===== src/rtl/led_frame_receiver.sv =====
// Receive side of the 3-wire serial 7-segment link: oversample sclk/rclk/dio, rebuild 16-bit frames,
// decode segments to BCD per digit. Optional idle timeout enabled by defining LED_RX_TIMEOUT_EN.
module led_frame_receiver #(
  parameter int NUM_DIGITS  = 6,
  parameter int SYNC_STAGES = 2,
  parameter int TIMEOUT_CYC = 4096
) (
  input  logic        clk50mhz,
  input  logic        rst_n,
  input  logic        sclk,
  input  logic        rclk,
  input  logic        dio,
  output logic [3:0]  q0,
  output logic [3:0]  q1,
  output logic [3:0]  q2,
  output logic [3:0]  q3,
  output logic [3:0]  q4,
  output logic [3:0]  q5,
  output logic [7:0]  seg_raw,
  output logic [7:0]  dig_raw,
  output logic        frame_valid,
  output logic        frame_err,
  output logic [15:0] frame_cnt,
  output logic        timeout
);

  localparam int         NUM_Q    = 6;
  localparam logic [8:0] DIG_MASK = (9'd1 << NUM_DIGITS) - 9'd1;

  function automatic logic [3:0] seg_decode(input logic [7:0] seg);
    case (seg)
      8'h03:   return 4'h0;
      8'h9F:   return 4'h1;
      8'h25:   return 4'h2;
      8'h0D:   return 4'h3;
      8'h99:   return 4'h4;
      8'h49:   return 4'h5;
      8'h41:   return 4'h6;
      8'h1F:   return 4'h7;
      8'h01:   return 4'h8;
      8'h19:   return 4'h9;
      8'hFF:   return 4'hF;
      default: return 4'hE;
    endcase
  endfunction

  // Synchronisers plus one edge register; dio is delayed alongside so it lines up with the sclk pulse.
  logic [SYNC_STAGES-1:0] sclk_sync_q, rclk_sync_q, dio_sync_q;
  logic                   sclk_last_q, rclk_last_q;
  logic                   sclk_rise_q, rclk_rise_q, dio_q;

  // NOTE: every sequential process uses non-blocking (<=) assignments so all flops see pre-edge values.
  always_ff @(posedge clk50mhz or negedge rst_n) begin
    if (!rst_n) begin
      sclk_sync_q <= '0;
      rclk_sync_q <= '0;
      dio_sync_q  <= '0;
      sclk_last_q <= 1'b0;
      rclk_last_q <= 1'b0;
      sclk_rise_q <= 1'b0;
      rclk_rise_q <= 1'b0;
      dio_q       <= 1'b0;
    end else begin
      sclk_sync_q <= {sclk_sync_q[SYNC_STAGES-2:0], sclk};
      rclk_sync_q <= {rclk_sync_q[SYNC_STAGES-2:0], rclk};
      dio_sync_q  <= {dio_sync_q[SYNC_STAGES-2:0], dio};
      sclk_last_q <= sclk_sync_q[SYNC_STAGES-1];
      rclk_last_q <= rclk_sync_q[SYNC_STAGES-1];
      sclk_rise_q <= sclk_sync_q[SYNC_STAGES-1] & ~sclk_last_q;
      rclk_rise_q <= rclk_sync_q[SYNC_STAGES-1] & ~rclk_last_q;
      dio_q       <= dio_sync_q[SYNC_STAGES-1];
    end
  end

  logic [15:0] sr_q, sr_d;
  logic [4:0]  bitcnt_q, bitcnt_d;
  logic [3:0]  q_q [NUM_Q];
  logic [3:0]  q_d [NUM_Q];
  logic [7:0]  seg_raw_q, seg_raw_d, dig_raw_q, dig_raw_d;
  logic [15:0] frame_cnt_q, frame_cnt_d;
  logic        valid_q, valid_d, err_q, err_d, timeout_q, timeout_d;
  logic [7:0]  seg_v, dig_v;
  logic [2:0]  k;
  logic        legal;

`ifdef LED_RX_TIMEOUT_EN
  localparam int IDLE_W = $clog2(TIMEOUT_CYC + 1);
  logic [IDLE_W-1:0] idle_q, idle_d;
`endif

  // NOTE: every variable written here gets a default first, so no path can infer a latch.
  always_comb begin
    sr_d        = sr_q;
    bitcnt_d    = bitcnt_q;
    q_d         = q_q;
    seg_raw_d   = seg_raw_q;
    dig_raw_d   = dig_raw_q;
    frame_cnt_d = frame_cnt_q;
    valid_d     = 1'b0;
    err_d       = 1'b0;
    timeout_d   = 1'b0;
    k           = 3'd0;
`ifdef LED_RX_TIMEOUT_EN
    idle_d      = idle_q;
`endif

    if (sclk_rise_q) begin
      sr_d = {sr_q[14:0], dio_q};
      if (bitcnt_q != 5'd31) bitcnt_d = bitcnt_q + 5'd1;
    end

`ifdef LED_RX_TIMEOUT_EN
    if (sclk_rise_q) begin
      idle_d = '0;
    end else if (idle_q != IDLE_W'(TIMEOUT_CYC)) begin
      idle_d = idle_q + IDLE_W'(1);
      if (idle_d == IDLE_W'(TIMEOUT_CYC)) begin
        sr_d      = '0;
        bitcnt_d  = '0;
        timeout_d = 1'b1;
      end
    end
`endif

    // The latch works on the post-shift frame so a coincident sclk bit is included.
    for (int i = 0; i < 8; i++) seg_v[i] = sr_d[15-i];
    dig_v = sr_d[7:0];
    for (int i = 0; i < 8; i++) if (dig_v[i]) k = 3'(i);
    legal = (bitcnt_d == 5'd16) && (dig_v != 8'h00) && ((dig_v & (dig_v - 8'h01)) == 8'h00)
            && ((dig_v & ~DIG_MASK[7:0]) == 8'h00);

    if (rclk_rise_q) begin
      if (legal) begin
        if (k < 3'(NUM_Q)) q_d[k] = seg_decode(seg_v);
        seg_raw_d   = seg_v;
        dig_raw_d   = dig_v;
        frame_cnt_d = frame_cnt_q + 16'd1;
        valid_d     = 1'b1;
      end else begin
        err_d = 1'b1;
      end
      bitcnt_d = '0;
    end
  end

  // NOTE: the per-digit hold array is tiny and its reset value (blank) is visible, so it is reset.
  always_ff @(posedge clk50mhz or negedge rst_n) begin
    if (!rst_n) begin
      sr_q        <= '0;
      bitcnt_q    <= '0;
      for (int i = 0; i < NUM_Q; i++) q_q[i] <= 4'hF;
      seg_raw_q   <= 8'hFF;
      dig_raw_q   <= 8'h00;
      frame_cnt_q <= '0;
      valid_q     <= 1'b0;
      err_q       <= 1'b0;
      timeout_q   <= 1'b0;
    end else begin
      sr_q        <= sr_d;
      bitcnt_q    <= bitcnt_d;
      q_q         <= q_d;
      seg_raw_q   <= seg_raw_d;
      dig_raw_q   <= dig_raw_d;
      frame_cnt_q <= frame_cnt_d;
      valid_q     <= valid_d;
      err_q       <= err_d;
      timeout_q   <= timeout_d;
    end
  end

`ifdef LED_RX_TIMEOUT_EN
  always_ff @(posedge clk50mhz or negedge rst_n) begin
    if (!rst_n) idle_q <= '0;
    else        idle_q <= idle_d;
  end
`endif

  assign q0          = q_q[0];
  assign q1          = q_q[1];
  assign q2          = q_q[2];
  assign q3          = q_q[3];
  assign q4          = q_q[4];
  assign q5          = q_q[5];
  assign seg_raw     = seg_raw_q;
  assign dig_raw     = dig_raw_q;
  assign frame_valid = valid_q;
  assign frame_err   = err_q;
  assign frame_cnt   = frame_cnt_q;
  assign timeout     = timeout_q;

endmodule


===== config.mk =====
export PLATFORM = sky130hd
export DESIGN_NAME = led_frame_receiver
export DESIGN_NICKNAME = d
export VERILOG_FILES = /design/src/rtl/led_frame_receiver.sv
export SDC_FILE = /design/constraint.sdc
export NUM_CORES = 1
export LEC_CHECK = 0
export ABC_AREA = 1
export CORE_MARGIN = 2
export CORE_UTILIZATION = 54
export CTS_CLUSTER_DIAMETER = 80
export CTS_CLUSTER_SIZE = 14
export DETAILED_ROUTE_END_ITERATION = 8
export PLACE_DENSITY = 0.83
export REMOVE_ABC_BUFFERS = 1
export SLEW_MARGIN = 20
export SYNTH_ARGS = -nofsm -noshare
export SYNTH_HDL_FRONTEND = slang
export SYNTH_SLANG_ARGS = --single-unit

===== constraint.sdc =====
create_clock -name clk50mhz -period 2.1 [get_ports clk50mhz]
set_input_delay 0.63 -clock clk50mhz [delete_from_list [all_inputs] [get_ports clk50mhz]]
set_output_delay 0.63 -clock clk50mhz [all_outputs]
set_load 0.005 [all_outputs]

==> impl_metrics.py <==
metrics = {
    "status": {
        "outcome": "finished, violations left",
        "violations": "negative setup slack",
    },
    "timing": {
        "setup_viol": 42,
        "finalHoldViolations": 0,
        "maxSlewViolCount": 0,
        "worst_hold_slack_ns": 0.304,
        "max_freq_mhz": 444,
        "grt_setup_unrepaired": "true",
        "skew_ns": 0.0118,
        "layout_min_cycle_time_ns": 2.25,
        "timing.final.crit_share_pct": 107,
        "final.setup.worst_slack_ns": -0.153,
    },
    "setup_path": {
        "crit_family": "simple AND/OR/NAND/NOR gates",
        "r2r_start": "sclk_rise_q",
        "crit_path_cell_trace": "buf_6 -> buf_12 -> nand2_1 -> nand2_2 -> nor2_2 -> nand2_1 -> nand2_2 -> nand2_2 -> nor2_4 -> nand3_4 -> buf_4 -> buf_4 -> nor3_4 -> nand2_1 -> nand2_1",
        "r2r_setup_slack_ns": -0.15,
        "reg2reg_to": "q4[0]",
        "critPathSlowestCell": "dfrtp_2",
        "cp_max_fo": 7,
        "path_buf_inv": 4,
        "cpMostUsedCell": "nand2_1",
        "crit_required_ns": 2.41,
        "cp.arrival_ns": 2.56,
        "crit_type": "flop to flop",
        "end_kind": "flop",
        "rr_worst_depth": 15,
        "slowest_delay_ns": 0.46,
        "startpoint_type": "flop",
    },
    "synthesis": {
        "yosysUniqueCellTypes": 32,
        "ys.flop_type": "dfrtp_1",
        "synth_seq_cells": 90,
        "ys_seq_area_share_pct": 53.1,
        "async_flop_share_pct": 100,
        "ys.warnings.count": 0,
        "synth_cells": 532,
        "synth.avg_cell_area_um2": 8.11,
        "synth_area_um2": 4320,
        "synth_edf_count": 0,
    },
    "layout": {
        "final_core_util_pct": 77.3,
        "n_antenna_cell": 0,
        "syn_to_final_growth_pct": 38.3,
        "finalNetCount": 655,
        "postLayoutCellArea_um2": 5970,
        "drive_gt1_share_pct": 28.9,
        "n_fill_cell": 495,
    },
    "clock_tree": {
        "worstSkewPairLatency_ns": 0.37,
        "cts_root_buffer": "clkbuf_8",
        "cts-htree-levels": 3,
        "clock_path_buffers": 2,
        "tritoncts": "done",
        "cts_hold_buf": 0,
        "cts_made_buffers": 9,
        "cts_sinks": 90,
        "cts.clk_slew.worst_paths_ns": 0.10,
    },
    "die": {
        "start_util_pct": 55.9,
        "die_h_um": 93.4,
        "die_width_um": 93.4,
        "rows": 32,
        "core-area_um2": 7730,
        "dieArea_um2": 8720,
        "pin_count": 64,
    },
    "grt": {
        "grt_pass1_vias": 3772,
        "antenna_found_initial": 0,
        "track_usage_pct": 23.8,
        "grt_pass1_wl_mm": 16.4,
        "grt_max_degree": 91,
        "grt.overflow.total": 0,
    },
    "routing": {
        "num_vias": 3994,
        "via_per_inst": 5.29,
        "drc": 0,
        "wl_per_cell_um": 14.5,
        "dr.pass1.iters": 5,
        "finalWirelength_mm": 10.9,
        "antenna_left": 0,
        "first_iter_violations": 255,
    },
    "pwr": {
        "power_mw": 4.05,
        "leakage_nw": 2.87,
        "cellPowerDensity_nw_per_um2": 678,
        "ir_worst_vdd_uv": 431,
    },
    "job": {
        "cap_violations": 0,
    },
    "place": {
        "gp_congestion": 0.847,
        "placedInstanceArea_um2": 5240,
        "io_buffers": 62,
        "hpwl_mm": 6.58,
    },
    "hold_path": {
        "hold_class": "primary input to async pin",
    },
}
[metal layers]
metal / up-vias / part of all wire (%) / global-route usage (%) / routed length (um)
met4: 0 / 3.8 / 7.84 / 419
met2: 189 / 51 / 41.2 / 5580
met5: - / 0 / 0 / 0
met3: 52 / 6.6 / 4.92 / 721
li1: 1859 / - / - / -
met1: 1894 / 39 / 29.6 / 4220
[synthesized netlist by cell type (3+ instances only)]
cell | instances | area share (%)
nor2_1 | 38 | 3.3
nand2_1 | 236 | 21
nor2_2 | 4 | 0.58
xor2_1 | 7 | 1.4
buf_6 | 7 | 1.8
nor3_1 | 3 | 0.35
buf_2 | 3 | 0.35
o21ai_1 | 11 | 1.3
nor3_4 | 3 | 1.1
nand3_1 | 26 | 3.0
nand4_1 | 4 | 0.58
dfrtp_1 | 58 | 34
nor2_4 | 6 | 1.6
a21oi_1 | 3 | 0.35
dfstp_2 | 32 | 19
nand2_2 | 6 | 0.87
inv_1 | 53 | 4.6
o21ai_0 | 13 | 1.5
[kinds of logic (layout without fill, tap and decap cells)]
logic type / Yosys count / after routing / synth area share [%]
other: 1 / 1 / 0.0869
adder cells (fa/ha/maj): 2 / 2 / 0.580
AO/OA/AOI/OAI: 32 / 32 / 4.06
flip-flops: 90 / 90 / 53.1
XOR/XNOR: 9 / 9 / 1.83
AND/OR/NAND/NOR: 331 / 331 / 33.1
buffers and inverters: 67 / 188 / 7.22
[sequential cells by signal (all words and copies together) (netlist names), 5 cells and up]
signal     count
dig_raw        8
frame_cnt     16
sr_q          16
bitcnt_q       5
seg_raw        8
[area by class of cell]
| cell class | count | area, um2 | area share [%] |
|---|---|---|---|
| Inverter | 55 | 211 | 3.54 |
| Tap cell | 102 | 128 | 2.14 |
| Clock inverter | 7 | 98.8 | 1.66 |
| Sequential cell | 90 | 2290 | 38.4 |
| Multi-Input combinational cell | 375 | 1940 | 32.4 |
| Clock buffer | 9 | 124 | 2.07 |
| Timing Repair Buffer | 117 | 1180 | 19.7 |
[power by group]
| group | internal [mW] | switching, mW | total (mW) |
|---|---|---|---|
| registers | 1.81 | 0.0589 | 1.87 |
| logic | 0.305 | 0.536 | 0.841 |
| clock network | 0.681 | 0.654 | 1.34 |
[how the worst max path moves through the flow]
stage | depth (start not counted) | start | slack [ns] | endpoint
2_1_floorplan | 13 | sclk_rise_q | -0.69 | frame_cnt[13]
6_report | 15 | sclk_rise_q | -0.15 | q4[0]
3_5_place_dp | 11 | sclk_rise_q | -0.15 | q4[0]
3_3_place_gp | 13 | sclk_rise_q | -0.06 | q4[0]
5_1_grt | 14 | sclk_rise_q | -0.28 | q4[2]
4_1_cts | 12 | sclk_rise_q | 0.009 | q0[0]
[through the flow]
stage | cells | worst slack, ns | TNS (ns)
final | 755 | -0.153 | -3.44
after global placement | 718 | -0.0632 | -0.236
after CTS | 739 | 0.00929 | 0
after floorplan | 520 | -0.686 | -26.99
after detailed placement | 718 | -0.148 | -1.25
after global routing | 755 | -0.284 | -10.17
[layout by cell type (no fill, tap or decap), types with 3 or more instances in the layout]
cell type	Yosys	layout
dfrtp_1	58	57
a21oi_1	3	3
nor3_4	3	5
nor3_1	3	3
o21ai_0	13	7
nor2_4	6	10
nand4_1	4	4
buf_12	0	6
clkdlybuf4s50_1	0	61
inv_6	0	3
nor2_1	38	28
nand3_1	26	19
buf_4	1	39
nor2_2	4	10
buf_6	7	8
clkbuf_8	0	9
nand2_1	236	205
xor2_1	7	7
inv_1	53	51
nand2_2	6	35
nand3_2	0	7
dfstp_2	32	32
o21ai_1	11	9
o21ai_2	1	8
[repair_timing]
action	in CTS	in global routing
endpoints found under the setup margin	36	52
gates resized for setup	15	79
pin swaps	3	17
hold endpoints to repair	0	0
cloned	0	3
buffers inserted	5	13
No activity file was read; power rests on OpenSTA's default activity.
